**config.mk**
```make
export PLATFORM = sky130hd
export DESIGN_NAME = key_pulse_gen
export DESIGN_NICKNAME = d
export VERILOG_FILES = /design/src/rtl/key_pkg.sv /design/src/rtl/key_debounce_ch.sv /design/src/rtl/key_pulse_gen.sv
export SDC_FILE = /design/constraint.sdc
export NUM_CORES = 1
export LEC_CHECK = 0
export ABC_CLOCK_PERIOD_IN_PS = 2200
export CORE_MARGIN = 3
export CORE_UTILIZATION = 50
export DETAILED_ROUTE_END_ITERATION = 7
export GPL_TIMING_DRIVEN = 0
export PLACE_DENSITY = 0.7
export SETUP_SLACK_MARGIN = 0.15
export SYNTH_ARGS = -nofsm -noshare
export SYNTH_HDL_FRONTEND = slang
export SYNTH_SLANG_ARGS = --single-unit
```
**constraint.sdc**
```tcl
create_clock -name clk -period 2.2 [get_ports clk]
set_input_delay 0.44 -clock clk [delete_from_list [all_inputs] [get_ports clk]]
set_output_delay 0.44 -clock clk [all_outputs]
set_load 0.005 [all_outputs]
```
**src/rtl/key_pkg.sv**
```systemverilog
// Shared types and default timing constants for the push-button front-end.
package key_pkg;

    typedef enum logic [1:0] {
        IDLE        = 2'd0,
        PRESS_CHK   = 2'd1,
        HELD        = 2'd2,
        RELEASE_CHK = 2'd3
    } key_state_t;

    localparam int unsigned DEBOUNCE_CYCLES_DEF = 1000000;
    localparam int unsigned CNT_W_DEF           = 20;
    localparam int unsigned REPEAT_DELAY_DEF    = 50000000;
    localparam int unsigned REPEAT_PERIOD_DEF   = 10000000;

endpackage

```
**src/rtl/key_debounce_ch.sv**
```systemverilog
// One button channel: 2-flop synchronizer, debounce FSM and counter.
// Auto-repeat in HELD is built only when KEY_AUTOREPEAT_EN is defined.
module key_debounce_ch
    import key_pkg::*;
#(
    parameter int unsigned DEBOUNCE_CYCLES = DEBOUNCE_CYCLES_DEF,
    parameter int unsigned CNT_W           = CNT_W_DEF
`ifdef KEY_AUTOREPEAT_EN
    ,
    parameter int unsigned REPEAT_DELAY    = REPEAT_DELAY_DEF,
    parameter int unsigned REPEAT_PERIOD   = REPEAT_PERIOD_DEF
`endif
) (
    input  logic clk,
    input  logic rst_n,
    input  logic key_in,
    output logic key_level,
    output logic key_pulse,
    output logic key_pulse_nxt
);

    localparam logic [CNT_W-1:0] CNT_LAST = CNT_W'(DEBOUNCE_CYCLES - 1);

    logic [1:0]       sync_q, sync_d;
    key_state_t       state_q, state_d;
    logic [CNT_W-1:0] cnt_q, cnt_d;
    logic             level_q, level_d;
    logic             pulse_q, pulse_d;
    logic             key_sync;

`ifdef KEY_AUTOREPEAT_EN
    localparam int unsigned REP_W = $clog2(REPEAT_DELAY + 1);
    localparam logic [REP_W-1:0] REP_LAST   = REP_W'(REPEAT_DELAY - 1);
    // Reload so the next compare hit lands REPEAT_PERIOD cycles later.
    localparam logic [REP_W-1:0] REP_RELOAD = REP_W'(REPEAT_DELAY - REPEAT_PERIOD);

    logic [REP_W-1:0] rep_q, rep_d;
`endif

    assign key_sync = sync_q[1];

    always_comb begin
        sync_d  = {sync_q[0], key_in};
        state_d = state_q;
        cnt_d   = cnt_q;
        level_d = level_q;
        pulse_d = 1'b0;
`ifdef KEY_AUTOREPEAT_EN
        rep_d   = rep_q;
`endif
        case (state_q)
            IDLE: begin
                if (key_sync) begin
                    state_d = PRESS_CHK;
                    cnt_d   = '0;
                end
            end
            PRESS_CHK: begin
                if (!key_sync) begin
                    state_d = IDLE;
                end else if (cnt_q == CNT_LAST) begin
                    state_d = HELD;
                    level_d = 1'b1;
                    pulse_d = 1'b1;
                end else begin
                    cnt_d = cnt_q + CNT_W'(1);
                end
            end
            HELD: begin
                if (!key_sync) begin
                    state_d = RELEASE_CHK;
                    cnt_d   = '0;
                end
`ifdef KEY_AUTOREPEAT_EN
                else if (rep_q == REP_LAST) begin
                    pulse_d = 1'b1;
                    rep_d   = REP_RELOAD;
                end else begin
                    rep_d = rep_q + REP_W'(1);
                end
`endif
            end
            RELEASE_CHK: begin
                if (key_sync) begin
                    state_d = HELD;
                end else if (cnt_q == CNT_LAST) begin
                    state_d = IDLE;
                    level_d = 1'b0;
`ifdef KEY_AUTOREPEAT_EN
                    rep_d   = '0;
`endif
                end else begin
                    cnt_d = cnt_q + CNT_W'(1);
                end
            end
            default: state_d = IDLE;
        endcase
    end

    always_ff @(posedge clk or negedge rst_n) begin
        if (!rst_n) begin
            sync_q  <= '0;
            state_q <= IDLE;
            cnt_q   <= '0;
            level_q <= 1'b0;
            pulse_q <= 1'b0;
`ifdef KEY_AUTOREPEAT_EN
            rep_q   <= '0;
`endif
        end else begin
            sync_q  <= sync_d;
            state_q <= state_d;
            cnt_q   <= cnt_d;
            level_q <= level_d;
            pulse_q <= pulse_d;
`ifdef KEY_AUTOREPEAT_EN
            rep_q   <= rep_d;
`endif
        end
    end

    assign key_level     = level_q;
    assign key_pulse     = pulse_q;
    assign key_pulse_nxt = pulse_d;

endmodule

```
**src/rtl/key_pulse_gen.sv**
```systemverilog
// N-key debounced pulse generator with an OR-ed pulse for the mode counter.
// Optional auto-repeat via KEY_AUTOREPEAT_EN.
module key_pulse_gen
    import key_pkg::*;
#(
    parameter int unsigned N_KEYS          = 2,
    parameter int unsigned DEBOUNCE_CYCLES = DEBOUNCE_CYCLES_DEF,
    parameter int unsigned CNT_W           = CNT_W_DEF,
    parameter int unsigned REPEAT_DELAY    = REPEAT_DELAY_DEF,
    parameter int unsigned REPEAT_PERIOD   = REPEAT_PERIOD_DEF
) (
    input  logic              clk,
    input  logic              rst_n,
    input  logic [N_KEYS-1:0] key_in,
    output logic [N_KEYS-1:0] key_level,
    output logic [N_KEYS-1:0] key_pulse,
    output logic              any_pulse
);

    logic [N_KEYS-1:0] pulse_nxt;
    logic              any_pulse_q, any_pulse_d;

    for (genvar i = 0; i < N_KEYS; i++) begin : g_ch
        key_debounce_ch #(
            .DEBOUNCE_CYCLES (DEBOUNCE_CYCLES),
            .CNT_W           (CNT_W)
`ifdef KEY_AUTOREPEAT_EN
            ,
            .REPEAT_DELAY    (REPEAT_DELAY),
            .REPEAT_PERIOD   (REPEAT_PERIOD)
`endif
        ) u_ch (
            .clk           (clk),
            .rst_n         (rst_n),
            .key_in        (key_in[i]),
            .key_level     (key_level[i]),
            .key_pulse     (key_pulse[i]),
            .key_pulse_nxt (pulse_nxt[i])
        );
    end

`ifndef KEY_AUTOREPEAT_EN
    // Repeat timing has no effect in this build; kept so instantiations stay portable.
    if (REPEAT_DELAY < REPEAT_PERIOD) begin : g_repeat_ignored
    end
`endif

    // OR of the channels' next-pulse keeps any_pulse aligned with key_pulse.
    always_comb begin
        any_pulse_d = |pulse_nxt;
    end

    always_ff @(posedge clk or negedge rst_n) begin
        if (!rst_n) begin
            any_pulse_q <= 1'b0;
        end else begin
            any_pulse_q <= any_pulse_d;
        end
    end

    assign any_pulse = any_pulse_q;

endmodule

```
==> out/qor.yml <==
ys_top_cells_by_area: "dfrtp_1 44%, nand2_1 4.8%, o21ai_0 3.5%"
finalNonFillerCells: 429
row_count: 27
clock-root-buffer: "clkbuf_8"
setup_viol: 0
worstMarginPinSlew_ns: 0.573
setup_tns_ns: 0
clock_path_buffers: 2
worst-setup-path-type: "reg2reg"
tritoncts: "yes"
final_common_cell: "dfrtp_1"
crit_chain: "or4b_4 -> or4_4 -> or2_4 -> a311oi_2"
worstSkewPairLatency_ns: 0.32
drt_first_iter_violations: 333
antenna_left: 0
grt_start_max_net_pins: 35
drcViolationCount: 0
yosysSeqAreaShare_pct: 44.2
syn_inst: 329
async_reset_ff_share_pct: 100
clk_pin_slew_ns: 0.11
layout-drive-gt1-share_pct: 14.6
die_area_sq_um: 6960
fin_crit_sh_pct: 95.9
crit_fanout: 8
syn_area_sq_um: 3000
drv_cap: 0
avgSynthCellArea_sq_um: 9.12
grt_usage_pct: 21.6
synthFlopType: "dfrtp_1"
wire_per_inst_microns: 16.9
syn-num-nets: 335
slew_violations: 0
dr_wl_met3_microns: 352
p_per_area_nw_per_um2: 534
critical-path-slowest-cell: "or4_4"
outcome: "completed"
numPortBuffers: 8
met1_length_microns: 3660
dr_total_vias: 2749
fin_worst_skew_ns: 0.00897
most-common-layout-cells: "48 x dfrtp_1, 38 x nand2_1, 21 x o21ai_0, 20 x a21oi_1, 17 x nand3_1"
yosysTopAreaCell: "dfrtp_1"
initial_core_util_pct: 53.2
max_freq_mhz: 474
dp.cells: 410
design.core.area_sq_um: 5640
synth_top_area_share_pct: 44.2
required_ns: 2.43
final_cell_area_sq_um: 3460
fillers: 478
hold_violations: 0
antennaDiodeCount: 0
ios: 9
dp_hpwl_microns: 4810
gp_congestion: 0.853
min_period_ns: 2.11
relSlewSlack_pct: 61.5
htreeDepth: 2
wl_met2_microns: 3160
ys_ff_latch: 53
die_w_microns: 83.5
cts_buffers: 5
cpPeakStageDelay_ns: 0.54
p_leak_nw: 1.43
top_layer_used: "met4"
drt_wl_total_microns: 7260
grt_overflow_total: 0
avgViaCountPerCell: 6.41
grt_setup_unrepaired: "true"
dpl_cell_area_sq_um: 3200
ys_warn_count: 0
grt_pass1_vias: 2513
hold_path_class: "in2async"
synthDistinctLibCells: 53
fp.dieH_microns: 83.5
drt_pass1_iterations: 4
grt_pass1_wl_microns: 12400
grt_antenna_before_repair: 0
worst_hold_slack_ns: 0.0592
arrival_ns: 2.34
cp-end-kind: "flip-flop"
peakVddDrop_v: 0.000349
cts.sinks: 53
hold_buffers: 0
fin_nets: 362
synth_edf_count: 0
cp-start-kind: "flip-flop"
area_growth_pct: 15.2
-- per-layer routing --
metal	track usage (%)	vias up
met5	0	-
met4	5.56	0
met3	4.24	9
met2	31.5	84
met1	33.0	1345
li1	-	1311
-- cells by family after synthesis --
family	synth area share [%]
AOI/OAI and AO/OA	16.7
xor gates and xnor gates	1.46
adders and majority gates	0.834
buffers and inverters	4.30
DFF	44.2
muxes	2.71
and+or+nand+nor	29.7
-- flip-flops by register name, summed over array words and instances, names as in the netlist, named ones only --
register,count
any_pulse,1
g_ch.u_ch.cnt_q,40
g_ch.u_ch.key_level,2
g_ch.u_ch.key_pulse,2
g_ch.u_ch.state_q,2
g_ch.u_ch.sync_q,4
-- final timing paths --
| check | cells past startpoint | slack [ns] | to | startpoint |
|---|---|---|---|---|
| max | 4 | 0.09 | g_ch[1].u_ch.cnt_q[3]$_DFFE_PN0P_ | g_ch[1].u_ch.cnt_q[13]$_DFFE_PN0P_ |
| min | 1 | 0.06 | g_ch[0].u_ch.cnt_q[0]$_DFFE_PN0P_ | rst_n |
| max reg2reg | 4 | 0.09 | g_ch[1].u_ch.cnt_q[3]$_DFFE_PN0P_ | g_ch[1].u_ch.cnt_q[13]$_DFFE_PN0P_ |
| min reg2reg | 0 | 0.36 | g_ch[1].u_ch.sync_q[1]$_DFF_PN0_ | g_ch[1].u_ch.sync_q[0]$_DFF_PN0_ |
| max in group asynchronous | 2 | 1.58 | g_ch[1].u_ch.cnt_q[7]$_DFFE_PN0P_ | rst_n |
| min in group clk | 0 | 0.36 | g_ch[1].u_ch.sync_q[1]$_DFF_PN0_ | g_ch[1].u_ch.sync_q[0]$_DFF_PN0_ |
-- worst max-delay path: cells and delay by family (launching register included) --
kind	cells	cell delay, ns
simple gates	3	1.32
flops	1	0.47
compound gates	1	0.24
-- cell type report --
class,count,area [sq um],area share [%]
Multi-Input combinational cell,249,1600,46.3
Sequential cell,53,1330,38.6
Timing Repair Buffer,20,178,5.14
Buffer,20,114,3.29
Tap cell,72,90.1,2.61
Clock buffer,5,68.8,1.99
Clock inverter,3,46.3,1.34
Inverter,7,26.3,0.760
-- where the power goes --
part	total, mW	switching (mW)	internal [mW]
sequential	1.02	0.0251	0.995
clock	0.695	0.354	0.341
combinational	0.131	0.0884	0.0429
-- synth_stat cells (5+ instances only) --
| cell type | instances |
|---|---|
| a21oi_1 | 20 |
| a31oi_1 | 5 |
| and3_1 | 13 |
| and4_1 | 6 |
| buf_4 | 5 |
| clkbuf_1 | 13 |
| dfrtp_1 | 53 |
| inv_1 | 7 |
| mux2i_1 | 7 |
| nand2_1 | 38 |
| nand3_1 | 18 |
| nand4_1 | 16 |
| nor2_1 | 14 |
| nor3_1 | 5 |
| nor4_1 | 9 |
| nor4b_1 | 6 |
| o21ai_0 | 21 |
| o31ai_1 | 6 |
| or3_1 | 9 |
| or4_1 | 7 |
-- stage by stage --
stage          setup slack [ns]  total power [mW]  util, %
2_1_floorplan             0.151              1.10        -
3_3_place_gp             -0.943              1.15     56.4
3_5_place_dp             0.0531              1.16     56.7
4_1_cts                  0.0725              1.83     60.2
5_1_grt                  0.0161              1.91     61.3
6_report                 0.0894              1.85     61.3
-- timing repair --
action	CTS	global route
buffers inserted	9	2
pin swaps	3	2
hold endpoints to repair	0	0
gates resized for setup	7	15
setup endpoints to repair	18	29
(Power assumes the default switching activity.)
